### config.mk
export PLATFORM = sky130hd
export DESIGN_NAME = fm_add_flow_seq
export DESIGN_NICKNAME = d
export VERILOG_FILES = /design/src/rtl/fm_add_flow_seq.sv
export SDC_FILE = /design/constraint.sdc
export NUM_CORES = 1
export LEC_CHECK = 0
export BUFFER_PORTS_ARGS = -buffer_cell sky130_fd_sc_hd__buf_2
export CORE_ASPECT_RATIO = 1.25
export CORE_MARGIN = 8
export CORE_UTILIZATION = 61
export CTS_CLUSTER_SIZE = 20
export DETAILED_ROUTE_END_ITERATION = 16
export MAX_ROUTING_LAYER = met4
export PLACE_DENSITY = 0.85
export SYNTH_ARGS = -nofsm -noshare
export SYNTH_HDL_FRONTEND = slang
export SYNTH_SLANG_ARGS = --single-unit
export TNS_END_PERCENT = 20
### constraint.sdc
create_clock -name clk -period 4.1 [get_ports clk]
set_clock_uncertainty 0.1 [all_clocks]
set_input_delay 0.615 -clock clk [delete_from_list [all_inputs] [get_ports clk]]
set_output_delay 0.615 -clock clk [all_outputs]
set_load 0.01 [all_outputs]
### src/rtl/fm_add_flow_seq.sv
// fm_add_flow_seq: sequences the DDR/BRAM transfer engines through a masked six-step flow
module fm_add_flow_seq #(
  parameter int TIMEOUT_CYCLES = 4096,
  parameter int STEP_GAP = 1
) (
  input  logic       clk,
  input  logic       rst_n,
  input  logic       init_calib_complete,
  input  logic       start,
  input  logic [5:0] step_mask,
  input  logic       abort,
  output logic       busy,
  output logic       done,
  output logic       error,
  output logic [2:0] err_step,
  output logic [2:0] cur_step,
  output logic       en_d2o,
  output logic       rd_wr_d2o,
  input  logic       done_d2o,
  output logic       en_db,
  output logic       rd_wr_db,
  input  logic       done_db,
  output logic       en_b2o,
  output logic       rd_wr_b2o,
  output logic       bram_sel_b2o,
  input  logic       done_b2o,
  output logic       bram_cs,
  output logic [1:0] ddr_sel
);
  localparam int TW = $clog2(TIMEOUT_CYCLES + 1);
  localparam int GW = $clog2(STEP_GAP + 1);
  typedef enum logic [2:0] {IDLE, SETUP, LAUNCH, WAIT, FINISH} state_t;
  state_t state, state_n;
  logic [5:0] mask_q, mask_n;
  logic [2:0] step_n, err_step_n, load_step;
  logic [1:0] eng_q, eng_n;
  logic rw_q, rw_n, bsel_n, cs_n, error_n;
  logic [GW-1:0] gap_q, gap_n;
  logic [TW-1:0] tcnt_q, tcnt_n;
  logic [3:0] first_s, next_s;
  logic load, timeout, sel_done;
  logic [4:0] cfg;
  function automatic logic [3:0] first_set(input logic [5:0] m, input logic [2:0] lo);
    first_set = 4'd0;
    for (int i = 5; i >= 0; i--)
      if (m[i] && 3'(i) >= lo) first_set = {1'b1, 3'(i)};
  endfunction
  // step table entry: {engine (1 d2o, 2 db, 3 b2o), rd_wr, bram_sel, bram_cs}
  function automatic logic [4:0] step_cfg(input logic [2:0] s);
    case (s)
      3'd0:    step_cfg = 5'b01_1_0_0;
      3'd1:    step_cfg = 5'b10_0_0_0;
      3'd2:    step_cfg = 5'b11_0_0_0;
      3'd3:    step_cfg = 5'b11_1_1_1;
      3'd4:    step_cfg = 5'b10_1_0_1;
      default: step_cfg = 5'b01_0_0_0;
    endcase
  endfunction
  assign busy = state != IDLE;
  assign done = state == FINISH;
  assign en_d2o = state == LAUNCH && eng_q == 2'd1;
  assign en_db = state == LAUNCH && eng_q == 2'd2;
  assign en_b2o = state == LAUNCH && eng_q == 2'd3;
  assign rd_wr_d2o = rw_q && eng_q == 2'd1;
  assign rd_wr_db = rw_q && eng_q == 2'd2;
  assign rd_wr_b2o = rw_q && eng_q == 2'd3;
  assign ddr_sel = eng_q == 2'd3 ? 2'b00 : eng_q;
  assign sel_done = eng_q == 2'd1 ? done_d2o : eng_q == 2'd2 ? done_db : eng_q == 2'd3 ? done_b2o : 1'b0;
  assign first_s = first_set(step_mask, 3'd0);
  assign next_s = first_set(mask_q, cur_step + 3'd1);
  assign cfg = step_cfg(load_step);
  // next-state and next-register values; abort beats done, done beats timeout
  always_comb begin
    state_n = state;
    mask_n = mask_q;
    step_n = cur_step;
    eng_n = eng_q;
    rw_n = rw_q;
    bsel_n = bram_sel_b2o;
    cs_n = bram_cs;
    gap_n = gap_q;
    tcnt_n = tcnt_q;
    error_n = error;
    err_step_n = err_step;
    load = 1'b0;
    load_step = next_s[2:0];
    timeout = 1'b0;
    if (state != IDLE && abort) state_n = IDLE;
    else case (state)
      IDLE: if (start && init_calib_complete) begin
        mask_n = step_mask;
        error_n = 1'b0;
        err_step_n = 3'd0;
        load = first_s[3];
        load_step = first_s[2:0];
        state_n = first_s[3] ? SETUP : FINISH;
      end
      SETUP: if (!init_calib_complete) timeout = 1'b1;
        else if (gap_q == GW'(STEP_GAP - 1)) state_n = LAUNCH;
        else gap_n = gap_q + 1'b1;
      LAUNCH: if (!init_calib_complete) timeout = 1'b1;
        else begin
          tcnt_n = '0;
          state_n = WAIT;
        end
      WAIT: if (sel_done) begin
          load = next_s[3];
          state_n = next_s[3] ? SETUP : FINISH;
        end else begin
          tcnt_n = tcnt_q + 1'b1;
          timeout = !init_calib_complete || tcnt_q == TW'(TIMEOUT_CYCLES - 1);
        end
      FINISH: state_n = IDLE;
      default: state_n = IDLE;
    endcase
    if (timeout) begin
      error_n = 1'b1;
      err_step_n = cur_step;
      state_n = FINISH;
    end
    if (load) begin
      step_n = load_step;
      {eng_n, rw_n, bsel_n, cs_n} = cfg;
      gap_n = '0;
    end
    if (state_n == IDLE) begin
      step_n = 3'd0;
      eng_n = 2'd0;
      rw_n = 1'b0;
      bsel_n = 1'b0;
      cs_n = 1'b0;
    end
  end
  // state and step-configuration registers
  always_ff @(posedge clk or negedge rst_n)
    if (!rst_n) begin
      state <= IDLE;
      mask_q <= '0;
      cur_step <= '0;
      eng_q <= '0;
      rw_q <= 1'b0;
      bram_sel_b2o <= 1'b0;
      bram_cs <= 1'b0;
      gap_q <= '0;
      tcnt_q <= '0;
      error <= 1'b0;
      err_step <= '0;
    end else begin
      state <= state_n;
      mask_q <= mask_n;
      cur_step <= step_n;
      eng_q <= eng_n;
      rw_q <= rw_n;
      bram_sel_b2o <= bsel_n;
      bram_cs <= cs_n;
      gap_q <= gap_n;
      tcnt_q <= tcnt_n;
      error <= error_n;
      err_step <= err_step_n;
    end
endmodule
After elaboration in Yosys (flattened, before gate mapping)
Cells that the tools add are included.
{ "word_totals": {"output_inout_bits": 19, "input_bits": 14, "ff_bits": 35, "word_cells": 132} }
{ "op_classes": {"mux": 64, "bitwise": 1, "add_sub_neg": 3, "n_eq_ne": 16, "n_reduce_logical": 31, "magnitude_cmp": 6} }
{ "ops": {"columns": ["cell", "n"], "rows": [
  ["$mux 3", 18],
  ["$mux 4", 12],
  ["$mux 13", 2],
  ["$pmux 13 s2", 1],
  ["$pmux 5 s5", 1],
  ["$mux 1", 24],
  ["$logic_and 1x1->1", 14],
  ["$add 13x1->13 const B", 1],
  ["$eq 13x12->1 const B", 1],
  ["$eq 3x2->1 const B", 4],
  ["$pmux 3 s4", 1],
  ["$reduce_bool 2->1", 6],
  ["$logic_not 3->1", 3],
  ["$reduce_and 3->1", 3],
  ["$ne 2x2->1 const B", 4],
  ["$eq 3x1->1 const B", 2],
  ["$eq 3x3->1 const B", 2],
  ["$ge 1x3->1 const A", 2],
  ["$ge 2x3->1 const A", 2],
  ["$ge 3x3->1 const A", 2],
  ["$mux 2", 3],
  ["$eq 2x2->1 const B", 2],
  ["$pmux 1 s2", 2],
  ["$reduce_and 4->1", 1],
  ["8 further kinds", 8]
]} }

Depth between registers and ports, before layout
{ "depth": {"depth_word": 16, "mapped_depth": 10, "ltp_nobuf": 8} }

Worst setup path before layout
No wires, ideal clock.
{ "synth_path": {"kind": "register to register", "start": "register cur_step[1]", "end": "register cur_step[0]", "path_slack_ps": 1505, "path_stages_with_launch": 10, "period_less_slack_ps": 2595, "n_path_buf": 1, "setup_time_ps": 150, "arrival_ps": 2345, "required_ps": 3850, "cell_sequence": "dfrtp_1 inv_1 ha_1 clkbuf_1 a21oi_1 o2111ai_1 nand2_1 a31o_2 a211oi_1 nor2_1"} }
{ "synth_via": {"elab_chain_len": 16, "elab_cells_between_ends": 34, "classes_between": "1 x add/sub; 6 x order compare; 19 x mux; 8 x reduce/logical"} }
{ "synth_rtl": {"columns": ["item", "line_no", "text"], "rows": [
  ["start: declaration", "16", "output logic [2:0] cur_step,"],
  ["start signal: assignment", "151", "cur_step <= step_n;"],
  ["$add 3x1->3 *", "70", "assign next_s = first_set(mask_q, cur_step + 3'd1);"],
  ["$ge 3x3->1", "46", "if (m[i] && 3'(i) >= lo) first_set = {1'b1, 3'(i)};"],
  ["$logic_and 1x1->1", "46", null],
  ["$mux 4 (5 in series)", "46", null],
  ["$mux 4 *", "46", null],
  ["$mux 3", "108", "state_n = next_s[3] ? SETUP : FINISH;"],
  ["$mux 3", "106", "WAIT: if (sel_done) begin"],
  ["$pmux 3 s4", "89", "else case (state)"],
  ["$mux 3", "88", "if (state != IDLE && abort) state_n = IDLE;"],
  ["$mux 3", "116", "if (timeout) begin"],
  ["$logic_not 3->1", "126", "if (state_n == IDLE) begin"],
  ["$mux 3 or $reduce_bool 2->1 (tied branches)", null, null]
]} }
Every way passes the cells marked *; elsewhere a longest branch is shown, timed or not. The select of a mux whose other input is x is not followed.
A chain may end at the register's enable or synchronous reset.

Worst setup path after layout
{ "layout_path": {"start": "register cur_step[0]", "end": "register rw_q"} }
{ "layout_via": {"elab_chain_len": 16, "elab_cells_between_ends": 40, "classes_between": "1 x add/sub; 6 x order compare; 4 x eq/ne; 20 x mux; 9 x reduce/logical"} }
{ "layout_rtl": {"columns": ["item", "line_no", "text"], "rows": [
  ["$add 3x1->3 *", "70", null],
  ["$ge 3x3->1", "46", null],
  ["$logic_and 1x1->1", "46", null],
  ["$mux 4 (5 in series)", "46", null],
  ["$mux 4 *", "46", null],
  ["$mux 3, on equally long branches", "90, 108", null],
  ["$mux 3, on equally long branches", "89, 106", null],
  ["$mux 3 or $pmux 3 s4 (tied branches)", "88, 89", null],
  ["$eq 3x3->1, or another cell as far along", "50", "case (s)"],
  ["$pmux 5 s5 or $mux 3 (tied branches)", "50, 116", null],
  ["$mux 1 or $logic_not 3->1 (tied branches)", "121, 126", null],
  ["$mux 1 or $reduce_bool 2->1 (tied branches)", null, null],
  ["end signal: assignment", "153", "rw_q <= rw_n;"],
  ["end: declaration", "37", "logic rw_q, rw_n, bsel_n, cs_n, error_n;"]
]} }
Marked as above.

==> metrics.yaml <==
n_antenna_cell: 0
synth_compound_area_share_pct: 19.64
drive_above_1_share_pct: 17.95
final-seq-area_um2: 850.8
finalSetupTns_ns: 0
critPathKind: "flip-flop to flip-flop"
multi_input_area_um2: 1180
viasPerCell: 6.003
critPathArrivalTime_ns: 3.17
hold_violations: 0
path_cells: "ha_1 > a21oi_1 > o2111ai_1 > nand4_1 > a22oi_1 > nand3_1 > a21oi_1"
grt_overflow: 0
grt_use_total_pct: 19.07
yosys.area_share.adder_pct: 2.367
avgSynthCellArea_um2: 8.666
rsz0062_at_grt: "no"
max_clock_freq_ghz: 0.3262
die_area_um2: 5618
cts_buffer_depth: 2
final_area_um2: 2352
post_cts_buffers: 0
setup_viol: 0
cap_viol_max_count: 0
async_flop_share_pct: 100.0
slowest_stage: "a22oi_1"
max_slew_margin_pct: 27.29
end_kind: "flip-flop"
tightest_slew_ns: 1.091
yosysUniqueCellTypes: 50
std_cell_rows: 24
cts_buffers: 5
synth-seq-cells: 34
synth_area_leaders: "dfrtp_1 40%, nand2_1 7.1%, nor2_1 5.1%"
final_cell_mix: "40 x nand2_1, 34 x dfrtp_1, 32 x buf_2"
ir_drop_mv: 0.4619
fin_crit_ns: 3.065
cts_tree: "yes"
drt_wl_total_um: 4910
fin_crit_sh_pct: 74.76
synth-edff-count: 0
ys_seq_area_share_pct: 40.24
powerDensity_nw_per_um2: 588.9
synthToLayoutAreaGrowth_pct: 11.24
yosys.area.top_type: "dfrtp_1"
initial_utilization_pct: 62.32
synthMuxAreaShare_pct: 1.420
cts_sinks: 34
path_max_fanout: 15
cts.hold.buffers_added: 0
vias: 1873
nets: 292
final_common_cell: "nand2_1"
first_global_vias: 1785
cp_top_family: "compound AO/OA/AOI/OAI gates"
postSynthCellCount: 244
status: "complete, no violations"
dp.final_hpwl_um: 3698
netlist.area_leader.share_pct: 40.24
grt_max_degree: 35
grt_antenna_before_repair: 0
clk_pin_slew_ns: 0.06
cp_data_required_time_ns: 4.20
clk_latency_ns: 0.28
dr.pass1.iters: 5
yosys.area_share.simple_pct: 26.57
synth_area_um2: 2115
core-area_um2: 3393
crit_path_start_kind: "flip-flop"
crit_buf_inv: 0
cts_root_buf: "clkbuf_8"
die_w_um: 68.66
nFillCells: 299
drt-initial-drc-count: 88
port_buffers: 32
ant_nets: 0
leakage_uw: 0.001105
yosys_most_used_dff: "dfrtp_1"
boundaryPins: 33
yosys_warnings: 0
hold_class: "primary input to async pin"
dpl-instance-area_um2: 2270
syn_nets: 262
gp_congestion: 0.9093
cp_slowest_stage_delay_ns: 0.85
drc: 0
synth_top_family_by_area: "simple AND/OR/NAND/NOR gates"
grt_pass1_wl_um: 7886
die_h_um: 81.83
synthXorXnorAreaFrac_pct: 5.799
cts_resized: 0
cpMostUsedCell: "a21oi_1"
htree_levels: 2
slew_violations: 0
wl_per_cell_um: 15.74
cell usage after synthesis (5+ instances only):
cell,instances
nand3_1,6
nor2_1,29
a21oi_1,10
o21ai_0,12
nor2b_1,5
a311oi_1,5
xnor2_1,5
xor2_1,9
dfrtp_1,34
nand2_1,40
a211oi_1,6
clkbuf_1,6
worst reg2reg max path, delay by kind of cell (launching register included):
kind                     cells  cell delay [ns]
AND/OR/NAND/NOR              2             0.34
AO/OA/AOI/OAI                4             1.52
flip-flops                   1             0.52
adder cells (fa/ha/maj)      1             0.51
layer usage:
metal | GRT usage [%] | routed length (µm) | part of all wire (%) | vias up
li1 | - | - | - | 925
met1 | 20.68 | 1997 | 41 | 882
met2 | 32.06 | 2569 | 52 | 57
met3 | 4.366 | 232 | 4.7 | 9
met4 | 8.624 | 112 | 2.3 | 0
met5 | - | 0 | 0 | -
cells by family after synthesis:
family,Yosys count
adder cells (fa/ha/maj),4
AO/OA/AOI/OAI,58
flip-flops,34
buffers and inverters,15
XOR/XNOR,14
multiplexers,3
AND/OR/NAND/NOR,116
area by class of cell:
class                           instances  area share (%)
Timing Repair Buffer                   34           7.447
Tap cell                               39           2.074
Multi-Input combinational cell        195           50.16
Sequential cell                        34           36.17
Clock buffer                            6           3.511
Inverter                                4          0.6383
flip-flops by register name, indices dropped and copies added, names as in the netlist:
signal and flops:
bram_cs 1, bram_sel_b2o 1, cur_step 3, eng_q 2, err_step 3, error 1, mask_q 6, rw_q 1
state 3, tcnt_q 13
stage by stage:
| stage | hold WS [ns] | setup WS (ns) | util [%] | cells | total power, µW |
|---|---|---|---|---|---|
| global route | 0.3581 | 0.7104 | 69.32 | 312 | 1489 |
| CTS | 0.3178 | 1.087 | 69.32 | 312 | 1384 |
| floorplan | 0.2194 | 1.505 | - | 244 | 1004 |
| detailed placement | 0.3701 | 1.099 | 66.89 | 306 | 1144 |
| global placement | 0.3761 | 1.152 | 66.89 | 306 | 1128 |
| finish | 0.2895 | 1.035 | 69.32 | 312 | 1385 |
power breakdown:
group	internal [µW]	leakage, µW	switching (µW)
Sequential	410	0.000459	110
Clock	129	0.0000431	110
Combinational	253	0.000602	373
Total	793	0.00110	593
path summary, 6_finish.rpt:
kind                       cells past startpoint                    start               endpoint  slack (ns)
max                                            7  cur_step[0]$_DFFE_PN0P_       rw_q$_DFFE_PN0P_        1.03
min in group clk                               1        error$_DFFE_PN0P_      error$_DFFE_PN0P_        0.38
min                                            1                    rst_n  tcnt_q[7]$_DFFE_PN0P_        0.29
max in group asynchronous                      1                    rst_n     state[0]$_DFF_PN0_        3.13
max reg2reg                                    7  cur_step[0]$_DFFE_PN0P_       rw_q$_DFFE_PN0P_        1.03
min reg2reg                                    1        error$_DFFE_PN0P_      error$_DFFE_PN0P_        0.38
No activity file was read; power rests on OpenSTA's default activity.
